<file path="src/rtl/tt_sweep_ctrl.sv">
// Truth-table sweep controller: drives all eight 3-input rows into a gate under
// test, samples its synchronized output per row, and compares the measured
// table against a programmable expected table.
module tt_sweep_ctrl #(
  parameter int unsigned SETTLE_CYCLES = 4
) (
  input  logic       clk,
  input  logic       rst_n,
  input  logic       cfg_we,
  input  logic [7:0] cfg_tt,
  input  logic       start,
  input  logic       abort,
  input  logic       gate_out,
  output logic       in1,
  output logic       in2,
  output logic       in3,
  output logic       busy,
  output logic       done,
  output logic [7:0] meas_tt,
  output logic       match,
  output logic [7:0] mismatch_mask
);

  // Terminal value of the settle counter; SETTLE_CYCLES never exceeds 255.
  localparam logic [7:0] SettleLast = 8'(SETTLE_CYCLES - 1);

  typedef enum logic [1:0] {
    StIdle   = 2'd0,
    StSettle = 2'd1,
    StSample = 2'd2,
    StFin    = 2'd3
  } state_e;

  state_e     state_q, state_d;
  logic [2:0] row_q, row_d;
  logic [7:0] cnt_q, cnt_d;
  logic [7:0] exp_q, exp_d;
  logic [7:0] meas_q, meas_d;
  logic [7:0] mask_q, mask_d;
  logic       match_q, match_d;
  logic       busy_q, busy_d;
  logic       done_q, done_d;
  logic [2:0] drive_q, drive_d;
  logic [1:0] sync_q;

  logic       gate_sync;
  logic       settle_last;
  logic       last_row;

  assign gate_sync   = sync_q[1];
  assign settle_last = (cnt_q == SettleLast);
  assign last_row    = (row_q == 3'd7);

  // Two-flop synchronizer for the asynchronous gate output.
  always_ff @(posedge clk or negedge rst_n) begin
    if (!rst_n) begin
      sync_q <= 2'b00;
    end else begin
      sync_q <= {sync_q[0], gate_out};
    end
  end

  // FSM state register.
  always_ff @(posedge clk or negedge rst_n) begin
    if (!rst_n) begin
      state_q <= StIdle;
    end else begin
      state_q <= state_d;
    end
  end

  // FSM next-state logic; abort is ignored in FIN so a finishing sweep completes.
  always_comb begin
    state_d = state_q;
    unique case (state_q)
      StIdle: begin
        if (start) begin
          state_d = StSettle;
        end
      end
      StSettle: begin
        if (abort) begin
          state_d = StIdle;
        end else if (settle_last) begin
          state_d = StSample;
        end
      end
      StSample: begin
        if (abort) begin
          state_d = StIdle;
        end else if (last_row) begin
          state_d = StFin;
        end else begin
          state_d = StSettle;
        end
      end
      StFin: begin
        state_d = StIdle;
      end
      default: begin
        state_d = StIdle;
      end
    endcase
  end

  // FSM output / datapath next-state logic for all registered outputs.
  always_comb begin
    row_d   = row_q;
    cnt_d   = cnt_q;
    exp_d   = exp_q;
    meas_d  = meas_q;
    mask_d  = mask_q;
    match_d = match_q;
    busy_d  = busy_q;
    done_d  = 1'b0;
    drive_d = drive_q;
    unique case (state_q)
      StIdle: begin
        // Config load and start on the same edge: the sweep uses the new table.
        if (cfg_we) begin
          exp_d = cfg_tt;
        end
        if (start) begin
          row_d   = 3'd0;
          cnt_d   = 8'd0;
          meas_d  = 8'h00;
          busy_d  = 1'b1;
          drive_d = 3'd0;
        end
      end
      StSettle: begin
        if (abort) begin
          cnt_d   = 8'd0;
          busy_d  = 1'b0;
          drive_d = 3'd0;
        end else if (settle_last) begin
          cnt_d = 8'd0;
        end else begin
          cnt_d = cnt_q + 8'd1;
        end
      end
      StSample: begin
        if (abort) begin
          busy_d  = 1'b0;
          drive_d = 3'd0;
        end else begin
          // Row r lands in bit [7-r] so row 000 is the table MSB.
          meas_d[3'd7 - row_q] = gate_sync;
          if (!last_row) begin
            row_d   = row_q + 3'd1;
            drive_d = row_q + 3'd1;
          end
        end
      end
      StFin: begin
        done_d  = 1'b1;
        busy_d  = 1'b0;
        drive_d = 3'd0;
        match_d = (meas_q == exp_q);
        mask_d  = meas_q ^ exp_q;
      end
      default: begin
        busy_d  = 1'b0;
        drive_d = 3'd0;
      end
    endcase
  end

  // Datapath and registered output flops.
  always_ff @(posedge clk or negedge rst_n) begin
    if (!rst_n) begin
      row_q   <= 3'd0;
      cnt_q   <= 8'd0;
      exp_q   <= 8'h00;
      meas_q  <= 8'h00;
      mask_q  <= 8'h00;
      match_q <= 1'b0;
      busy_q  <= 1'b0;
      done_q  <= 1'b0;
      drive_q <= 3'd0;
    end else begin
      row_q   <= row_d;
      cnt_q   <= cnt_d;
      exp_q   <= exp_d;
      meas_q  <= meas_d;
      mask_q  <= mask_d;
      match_q <= match_d;
      busy_q  <= busy_d;
      done_q  <= done_d;
      drive_q <= drive_d;
    end
  end

  assign in1           = drive_q[2];
  assign in2           = drive_q[1];
  assign in3           = drive_q[0];
  assign busy          = busy_q;
  assign done          = done_q;
  assign meas_tt       = meas_q;
  assign match         = match_q;
  assign mismatch_mask = mask_q;

endmodule
</file>
<file path="config.mk">
export PLATFORM = sky130hd
export DESIGN_NAME = tt_sweep_ctrl
export DESIGN_NICKNAME = d
export VERILOG_FILES = /design/src/rtl/tt_sweep_ctrl.sv
export SDC_FILE = /design/constraint.sdc
export NUM_CORES = 1
export LEC_CHECK = 0
export ABC_AREA = 1
export ABC_CLOCK_PERIOD_IN_PS = 1850
export CORE_MARGIN = 3
export CORE_UTILIZATION = 40
export CTS_BUF_LIST = sky130_fd_sc_hd__clkbuf_2
export CTS_CLUSTER_SIZE = 40
export DETAILED_ROUTE_END_ITERATION = 10
export GPL_TIMING_DRIVEN = 0
export HOLD_SLACK_MARGIN = 0.06
export SLEW_MARGIN = 20
export SYNTH_ARGS = -nofsm -noshare
export SYNTH_HDL_FRONTEND = slang
export SYNTH_SLANG_ARGS = --single-unit
</file>
<file path="constraint.sdc">
create_clock -name clk -period 1.85 [get_ports clk]
set_input_delay 0.4625 -clock clk [delete_from_list [all_inputs] [get_ports clk]]
set_output_delay 0.4625 -clock clk [all_outputs]
set_load 0.005 [all_outputs]
</file>
==> results of run 1 <==
==> power groups by stage <==
| stage | combinational [uW] | clock (uW) | sequential [uW] |
|---|---|---|---|
| 2_1_floorplan | 828 | 0 | 1380 |
| 3_3_place_gp | 1280 | 0 | 1380 |
| 3_5_place_dp | 1300 | 0 | 1400 |
| 4_1_cts | 1320 | 402 | 1380 |
| 5_1_grt | 1470 | 447 | 1400 |
| 6_report | 1300 | 379 | 1370 |
==> flip-flops by register name (all words and copies together) (netlist names) <==
signal	flops
meas_tt	8
mismatch_mask	8
busy	1
row_q	3
cnt_q	8
match	1
exp_q	8
done	1
sync_q	2
drive_q	3
state_q	2
==> area by class of cell <==
type / instances / share of cell area (%)
buffer: 5 / 1.50
clock buffer: 6 / 1.06
clock inverter: 1 / 0.132
inverter: 33 / 4.80
multi-input combinational: 195 / 33.6
sequential: 45 / 39.6
tap: 70 / 3.08
timing repair buffer: 46 / 16.2
==> placed cells by master (no fill, tap or decap), drive strengths merged <==
cell	instances
a21oi	8
o21ai	22
buf	15
mux2	4
dlygate4sd3	1
nand3	14
inv	32
clkdlybuf4s50	27
xor2	1
nand2	100
xnor2	2
nor3	8
dlymetal6s2s	7
nor2	24
clkinv	2
dfrtp	45
clkbuf	7
nand4	4
ha	8
==> cell families after synthesis <==
kind of cell | Yosys count | share of synthesized area, %
AOI/OAI and AO/OA | 30 | 6.81
adders and majority gates | 8 | 4.43
xor gates and xnor gates | 3 | 1.16
muxes | 4 | 1.99
buffers and inverters | 38 | 7.92
DFF | 45 | 49.9
and+or+nand+nor | 150 | 27.8
==> stage by stage <==
step | TNS, ps | instance area [um^2] | hold slack [ps] | setup WS (ps) | util [%]
after floorplan | 0 | 2260 | 167 | 406 | -
after global placement | -43210 | 2700 | 332 | -963 | 51.2
after detailed placement | 0 | 2710 | 342 | 82.8 | 51.4
after CTS | 0 | 2810 | 389 | 4.00 | 53.3
after global routing | 0 | 2840 | 396 | 1.89 | 53.9
final | 0 | 2840 | 385 | 93.7 | 53.9
==> timing repair <==
item,4_1_cts,5_1_grt
endpoints found under the setup margin,7,7
hold buffers,1,0
setup buffers,7,2
gates resized for setup,0,7
hold endpoints to repair,14,0
==> worst max-delay path by stage <==
stage | start | end | slack (ps) | cells after the start
after global routing | meas_tt[5] | meas_tt[5] | 2 | 1
after global placement | rst_n | meas_tt[3] | -960 | 1
final | drive_q[0] | in3 | 90 | 1
after CTS | meas_tt[2] | meas_tt[2] | 4 | 1
after detailed placement | abort | meas_tt[3] | 80 | 8
after floorplan | state_q[0] | meas_tt[4] | 410 | 10
==> layer usage <==
layer	up-vias	routed length [um]	global-route usage, %
li1	984	-	-
met1	861	2330	22.1
met2	31	2130	25.4
met3	7	184	3.77
met4	0	63	5.41
met5	-	0	0
==> flow_metrics.env, run 1 <==
export IMPL_status="finished clean"
export IMPL_die_area_mm2=0.00658
export IMPL_vias=1883
export IMPL_core_mm2=0.00527
export IMPL_synth_top_area_share_pct=49.9
export IMPL_ys_seq_elements=45
export IMPL_tightest_slew_ps=373
export IMPL_internal_power_uw=1910
export IMPL_p_per_area_mw_per_mm2=1070
export IMPL_avgSynthCellArea_um2=8.12
export IMPL_cts_sinks=45
export IMPL_tritoncts="yes"
export IMPL_synth_top_cells_by_count="98 x nand2_1, 45 x dfrtp_1, 30 x inv_1"
export IMPL_leakagePower_uw=0.00154
export IMPL_ys_flop_type="dfrtp_1"
export IMPL_yosys_warnings=0
export IMPL_hold_violations=0
export IMPL_cts_buffer_depth=2
export IMPL_maxCapViolCount=0
export IMPL_grt_max_degree=32
export IMPL_dpl_cell_count=384
export IMPL_cpMaxStageDelayCell="clkdlybuf4s50_1"
export IMPL_worstHoldEndpoint="sync_q[1]"
export IMPL_cts_root_buffer="clkbuf_2"
export IMPL_fin_skew_ps=13.2
export IMPL_regToRegSetupSlack_ps=230
export IMPL_synth_async_reset_ratio_pct=100
export IMPL_synth_edf_count=0
export IMPL_die_h_um=81.1
export IMPL_hpwl_um=3570
export IMPL_finalCritPeriodShare_pct=94.9
export IMPL_drive_gt1_share_pct=10.3
export IMPL_yosysMostFrequentCell="nand2_1"
export IMPL_ys_types=23
export IMPL_grt_overflow=0
export IMPL_ant_nets=0
export IMPL_final_max_slew_violation_count=0
export IMPL_dr_pass1_iters=4
export IMPL_layout_cells_non_filler=401
export IMPL_clk_latency_ps=400
export IMPL_r2r_cells=10
export IMPL_hold_path_class="register to register"
export IMPL_antenna_found_initial=0
export IMPL_cpPeakStageDelay_ps=500
export IMPL_slew_headroom_pct=75.2
export IMPL_max_freq_mhz=569
export IMPL_crit_arrival_ps=1290
export IMPL_power_frac_comb_pct=42.6
export IMPL_gp_congestion=0.846
export IMPL_netlist_area_mm2=0.00226
export IMPL_place_port_buffers=35
export IMPL_worstHoldStart="sync_q[0]"
export IMPL_syn_nets=300
export IMPL_switchingPower_uw=1140
export IMPL_io_pin_count=36
export IMPL_area_delta_synth_final_pct=25.8
export IMPL_fp_dieW_um=81.1
export IMPL_path_clk_slew_ps=210
export IMPL_fin_total_pwr_uw=3050
export IMPL_synth_top_cell_by_area="dfrtp_1"
export IMPL_drc_errors=0
export IMPL_worstReg2RegStart="state_q[0]"
export IMPL_worstPathRequired_ps=1390
export IMPL_crit_family="buffers and inverters"
export IMPL_seqPwrFrac_pct=45.0
export IMPL_synth_seq_area_share_pct=49.9
export IMPL_h_tree_depth=2
export IMPL_endpoint_kind="output port"
export IMPL_critPathBufInv=1
export IMPL_critPathLaunchType="register"
export IMPL_min_path_cells=0
export IMPL_tritoncts_num_buffers=5
export IMPL_power_frac_clock_pct=12.4
export IMPL_grt_pass1_vias=1772
export IMPL_synthCells=278
export IMPL_switching_share_pct=37.4
export IMPL_layout_min_cycle_time_ps=1760
export IMPL_crit_chain="clkdlybuf4s50_1"
export IMPL_start_util_pct=42.9
export IMPL_grt_pass1_wl_um=8160
export IMPL_first_iter_violations=56
export IMPL_setup_worst_path_class="register to output port"
export IMPL_grt_total_usage_pct=16.2
export IMPL_final_nets=353
export IMPL_ir_drop_uv=462
export IMPL_num_antenna_cells=0
export IMPL_netlist_top_cells_area="dfrtp_1 50%, nand2_1 16%, inv_1 5.0%, ha_1 4.4%, o21ai_0 4.4%"
export IMPL_rows=26
export IMPL_reg2reg_to="meas_tt[6]"
export IMPL_drt_wirelength_per_cell_um=11.7
export IMPL_seqCellArea_mm2=0.00113
export IMPL_rsz0062_at_grt="no"
export IMPL_setup_viol=0
export IMPL_fillCellCount=541
export IMPL_multi_input_area_um2=953
export IMPL_viasPerCell=4.70
export IMPL_cp_max_fo=2
export IMPL_wirelength_um=4710
Power figures use the tool's default switching activity.
==> run 2: changes to the inputs <==
- SETUP_SLACK_MARGIN: not set -> 0.02
==> run 2 against run 1 <==
Effect of this change:
- clock-buffer cell count unchanged
- clock skew up 3.4 ps
- critical path type unchanged
- die area unchanged
- largest cell class unchanged
- critical endpoint is now match
- core utilization up 0.47 points
- non-clock buffer count up 2
==> flow_metrics.env, run 2 (same netlist as run 1, synthesis figures left out) <==
export IMPL_area_delta_synth_final_pct=26.9
export IMPL_antenna_found_initial=0
export IMPL_maxCapViolCount=0
export IMPL_crit_chain="clkdlybuf4s50_1"
export IMPL_final_cell_mix="98 x nand2_1, 45 x dfrtp_1, 30 x inv_1, 23 x clkdlybuf4s50_1, 21 x nor2_1"
export IMPL_layout_min_cycle_time_ps=1740
export IMPL_drc_errors=0
export IMPL_worstPathRequired_ps=1390
export IMPL_fillCellCount=531
export IMPL_final_common_cell="nand2_1"
export IMPL_rsz0062_at_grt="no"
export IMPL_rows=26
export IMPL_tritoncts="yes"
export IMPL_cts_sinks=45
export IMPL_endpoint_kind="output port"
export IMPL_place_area_mm2=0.00271
export IMPL_cp_max_fo=2
export IMPL_hpwl_um=3570
export IMPL_setup_ws_ps=107
export IMPL_grt_total_usage_pct=16.2
export IMPL_max_freq_mhz=574
export IMPL_finalCritPeriodShare_pct=94.2
export IMPL_critPathBufInv=1
export IMPL_path_clk_slew_ps=220
export IMPL_cpMaxStageDelayCell="clkdlybuf4s50_1"
export IMPL_vias=1897
export IMPL_cts_root_buffer="clkbuf_2"
export IMPL_io_pin_count=36
export IMPL_fin_total_pwr_uw=3060
export IMPL_post_route_util_pct=54.4
export IMPL_p_per_area_mw_per_mm2=1070
export IMPL_cts_buffer_depth=2
export IMPL_ir_drop_uv=461
export IMPL_drt_wirelength_per_cell_um=11.8
export IMPL_h_tree_depth=2
export IMPL_die_h_um=81.1
export IMPL_fin_skew_ps=16.6
export IMPL_crit_family="buffers and inverters"
export IMPL_tightest_slew_ps=371
export IMPL_slew_headroom_pct=75.3
export IMPL_tns_ps=0
export IMPL_clk_latency_ps=400
export IMPL_setup_viol=0
export IMPL_final_max_slew_violation_count=0
export IMPL_wirelength_um=4770
export IMPL_hold_path_class="register to register"
export IMPL_first_iter_violations=61
export IMPL_tritoncts_num_buffers=5
export IMPL_dr_pass1_iters=4
export IMPL_fp_dieW_um=81.1
export IMPL_ant_nets=0
export IMPL_start_util_pct=42.9
export IMPL_hold_violations=0
export IMPL_setup_worst_path_class="register to output port"
export IMPL_place_port_buffers=35
export IMPL_grt_max_degree=32
export IMPL_num_antenna_cells=0
export IMPL_final_nets=355
export IMPL_gp_congestion=0.846
export IMPL_critPathLaunchType="register"
export IMPL_grt_pass1_vias=1774
export IMPL_status="finished clean"
export IMPL_core_mm2=0.00527
export IMPL_fin_area_mm2=0.00287
export IMPL_grt_pass1_wl_um=8170
export IMPL_crit_arrival_ps=1280
export IMPL_cpPeakStageDelay_ps=500
export IMPL_viasPerCell=4.71
export IMPL_dpl_worst_slack_ps=82.8
export IMPL_die_area_mm2=0.00658
export IMPL_leakagePower_uw=0.00162
export IMPL_drive_gt1_share_pct=10.8
export IMPL_grt_overflow=0
==> run 2: cell count changes in the layout (fill, tap and decap cells not counted), sizes merged <==
cell	previous run	this run
dlymetal6s2s	7	11
buf	15	17
clkdlybuf4s50	27	23
==> run 2: per-layer routing <==
layer  global-route usage, %  vias up  wire (um)
li1                        -      987          -
met1                    22.2      872       2360
met2                    25.3       31       2170
met3                    3.77        7        180
met4                    5.41        0         63
met5                       0        -          0
==> run 2: final cells by class <==
cell class              instances  area (um^2)  area share, %
clock buffers                   6         30.0           1.05
flip-flops and latches         45         1130           39.3
plain buffers                   5         42.5           1.48
inverters                      33          136           4.76
clock inverters                 1         3.75          0.131
multi-input cells             195          953           33.3
well taps                      70         87.6           3.06
repair buffers                 48          485           16.9
==> run 2: report_power, final <==
group          leakage [uW]  internal (uW)  switching, uW
registers          0.000583           1220            150
clock network     0.0000265           88.2            292
logic               0.00101            606            705
==> run 2: worst reg2reg max path, delay by kind of cell, from the launching register on <==
family	cells	cell delay, ps
compound gates	2	270
fa+ha+maj	1	210
simple gates	3	170
flops	1	450
buf+inv	4	450
==> run 2: worst paths after layout <==
kind	start	to	slack, ps	cells past startpoint
min in group asynchronous	rst_n	cnt_q[6]	460	2
max	match	match	110	1
min reg2reg	sync_q[0]	sync_q[1]	380	0
max reg2reg	state_q[0]	meas_tt[6]	230	10
max in group asynchronous	rst_n	exp_q[0]	890	3
min	sync_q[0]	sync_q[1]	380	0
==> run 2: through the flow <==
step	hold WS, ps	instances
after CTS	389	400
after global placement	332	383
after floorplan	167	278
final	385	403
after global routing	396	403
after detailed placement	342	384
==> run 2: what timing repair did <==
action	4_1_cts	5_1_grt
endpoints found under the hold margin	14	0
setup endpoints to repair	8	13
resized for setup	0	11
buffers inserted	8	3
hold buffers	1	0
==> RTL edit (config.mk and constraints of run 1) <==
Remove the register `done_q`: a continuous assignment takes its place, so the output `done` follows one clock earlier.
--- a/src/rtl/tt_sweep_ctrl.sv
+++ b/src/rtl/tt_sweep_ctrl.sv
@@ -177,5 +177,4 @@
       match_q <= 1'b0;
       busy_q  <= 1'b0;
-      done_q  <= 1'b0;
       drive_q <= 3'd0;
     end else begin
@@ -187,8 +186,9 @@
       match_q <= match_d;
       busy_q  <= busy_d;
-      done_q  <= done_d;
       drive_q <= drive_d;
     end
   end
+
+  assign done_q = done_d;
 
   assign in1           = drive_q[2];
Function: no difference found for any inputs over 10 cycles, from zero or initial values and one cycle with rst_n low; that may be too few to reach the edited logic, so the function may still have changed.
==> RTL edit against run 1 <==
  * Power up 9.5%
  * Critical path depth unchanged
  * Sequential cell count is 1 lower
  * Routed wire length rose by 4.1%
  * Design area is 5.1% higher
  * Setup slack got worse by 0.030 ns
  * Sequential share of layout area decreased by 2.8 points
  * Die area shrank 1.0%
  * Combinational power increased by 12%
  * Sequential power decreased by 3%
  * Fmax fell by 1.7%
  * Synthesized area fell by 1.1%
  * Critical path type unchanged
  * Critical endpoint is now meas_tt[5]
  * Largest power group is now combinational cells
  * Highest routed layer unchanged
==> RTL edit: results (changes against run 1) <==
| Metric | Value |
|---|---|
| Max clock buf depth | `2 (unchanged)` |
| Placement Setup Slack | `0.06985 ns (-0.01299 ns)` |
| Synth top area cells | `dfrtp_1 (49%), nand2_1 (16%), inv_1 (5.0%)` |
| Clock Latency Late Sink | `0.41 ns` |
| Num CTS Buffers | `5 (unchanged)` |
| Internal | `2.106 mW (+10%)` |
| H-tree levels | `2 (unchanged)` |
| Worst-path fanout max | `2 (unchanged)` |
| Leakage | `1.722 nW (+12%)` |
| Yosys cell types | `23 (unchanged)` |
| Sw Share | `0.3693 (-0.004827)` |
| WP data arrival | `1.32 ns (+0.03 ns)` |
| Ys async rst share | `1.000 (unchanged)` |
| TritonRoute pass-1 iters | `4 (unchanged)` |
| Seq/Total Area, Yosys | `0.4930 (-0.005618)` |
| Global-route wire length before repair | `8411 um (+3.1%)` |
| Status | `completed` |
| Final ANT Viol Nets | `0 (unchanged)` |
| CP top delay family | `buffers and inverters` |
| Final #Nets | `361 (+2.3%)` |
| Vias | `1884 (+0.053%)` |
| Avg WL per Cell | `11.95 um (+1.8%)` |
| Combinational power share | `0.434 (+0.008)` |
| Pin slew with the least headroom to its limit | `0.5773 ns (+0.2047 ns)` |
| Worst Skew | `0.01548 ns (+0.002270 ns)` |
| Mapped Avg Cell Area | `8.063 um^2 (-0.75%)` |
| I/O Buffers | `35 (unchanged)` |
| Final Non-Filler Cells | `410 (+2.2%)` |
| Largest net degree at the start of global routing | `24 (-25%)` |
| CP max stage delay | `roughly 0.51 ns` |
| Worst vdd ir | `0.0005535 V (+20%)` |
| Gr usage total | `0.1675 (+0.005652)` |
| CTS root buf | `clkbuf_2` |
| Hold Violations, Final | `0 (unchanged)` |
| RePlAce Congestion | `0.8143 (-3.8%)` |
| Most frequent cells after synthesis | `nand2_1 (98), dfrtp_1 (44), inv_1 (30)` |
| Vias in the first global route | `1764 (-0.45%)` |
| Initial antenna violation count | `0 (unchanged)` |
| CP max stage cell | `clkdlybuf4s50_1` |
| Reg clk slew, reported paths | `0.23 ns (+0.02 ns)` |
| Ant. Diodes | `0 (unchanged)` |
| Post-DP Area | `2694 um^2 (-0.65%)` |
| DPL Wire Length | `3444 um (-3.4%)` |
| Yosys warnings | `0 (unchanged)` |
| Layout cells sized above 1 | `0.1441 (+0.04140)` |
| CP bufs+invs | `1 (unchanged)` |
| Fillcell total | `506 (-6.5%)` |
| Syn nets | `299 (-0.33%)` |
| Min-delay worst type | `reg2reg` |
| P_seq | `1.33 mW (-3%)` |
| Drt initial violations | `64 (+14%)` |
| Dpl cells | `383 (-0.26%)` |
RTL edit: cell types whose count changed after synthesis, sizes merged:
cell	run 1	this run
dfrtp	45	44
RTL edit: cell families after synthesis:
family                   Yosys count  synth area share
multiplexers                       4           0.02017
AND/OR/NAND/NOR                  150            0.2812
flip-flops                        44            0.4930
XOR/XNOR                           3           0.01177
adder cells (fa/ha/maj)            8           0.04482
buffers and inverters             38           0.08011
AO/OA/AOI/OAI                     30           0.06891
RTL edit: repair_timing:
item	4_1_cts	5_1_grt
pin swaps	1	2
endpoints found under the hold margin	22	0
cloned	0	1
endpoints found under the setup margin	8	29
hold buffers	1	0
gates resized for setup	3	25
setup buffers	10	7
RTL edit: path summary, 6_finish.rpt:
path	startpoint	end	slack [ns]	cells past startpoint
setup / recovery	meas_tt[5]	meas_tt[5]	0.06	1
hold / removal	sync_q[0]	sync_q[1]	0.38	0
setup reg to reg	state_q[1]	cnt_q[5]	0.14	10
hold reg to reg	sync_q[0]	sync_q[1]	0.38	0
max in group asynchronous	rst_n	row_q[0]	0.80	3
min in group asynchronous	rst_n	mismatch_mask[3]	0.53	2
RTL edit: routing by layer:
layer,track usage,part of all wire,vias up
met3,0.03363,0.031,6
met1,0.2342,0.49,856
met4,0.04561,0.011,0
met5,0,0,-
li1,-,-,1000
met2,0.2649,0.47,22
RTL edit: area by class of cell:
cell class                 count  area [um^2]  area share
inverter                      33        136.4     0.04570
clock inverter                 3        42.54     0.01426
clock buffer                   5        25.02    0.008386
timing repair buffer          55        560.5      0.1878
buffer                         5        42.54     0.01426
tap                           70        87.58     0.02935
multi-input combinational    195        988.4      0.3312
sequential                    44         1101      0.3690
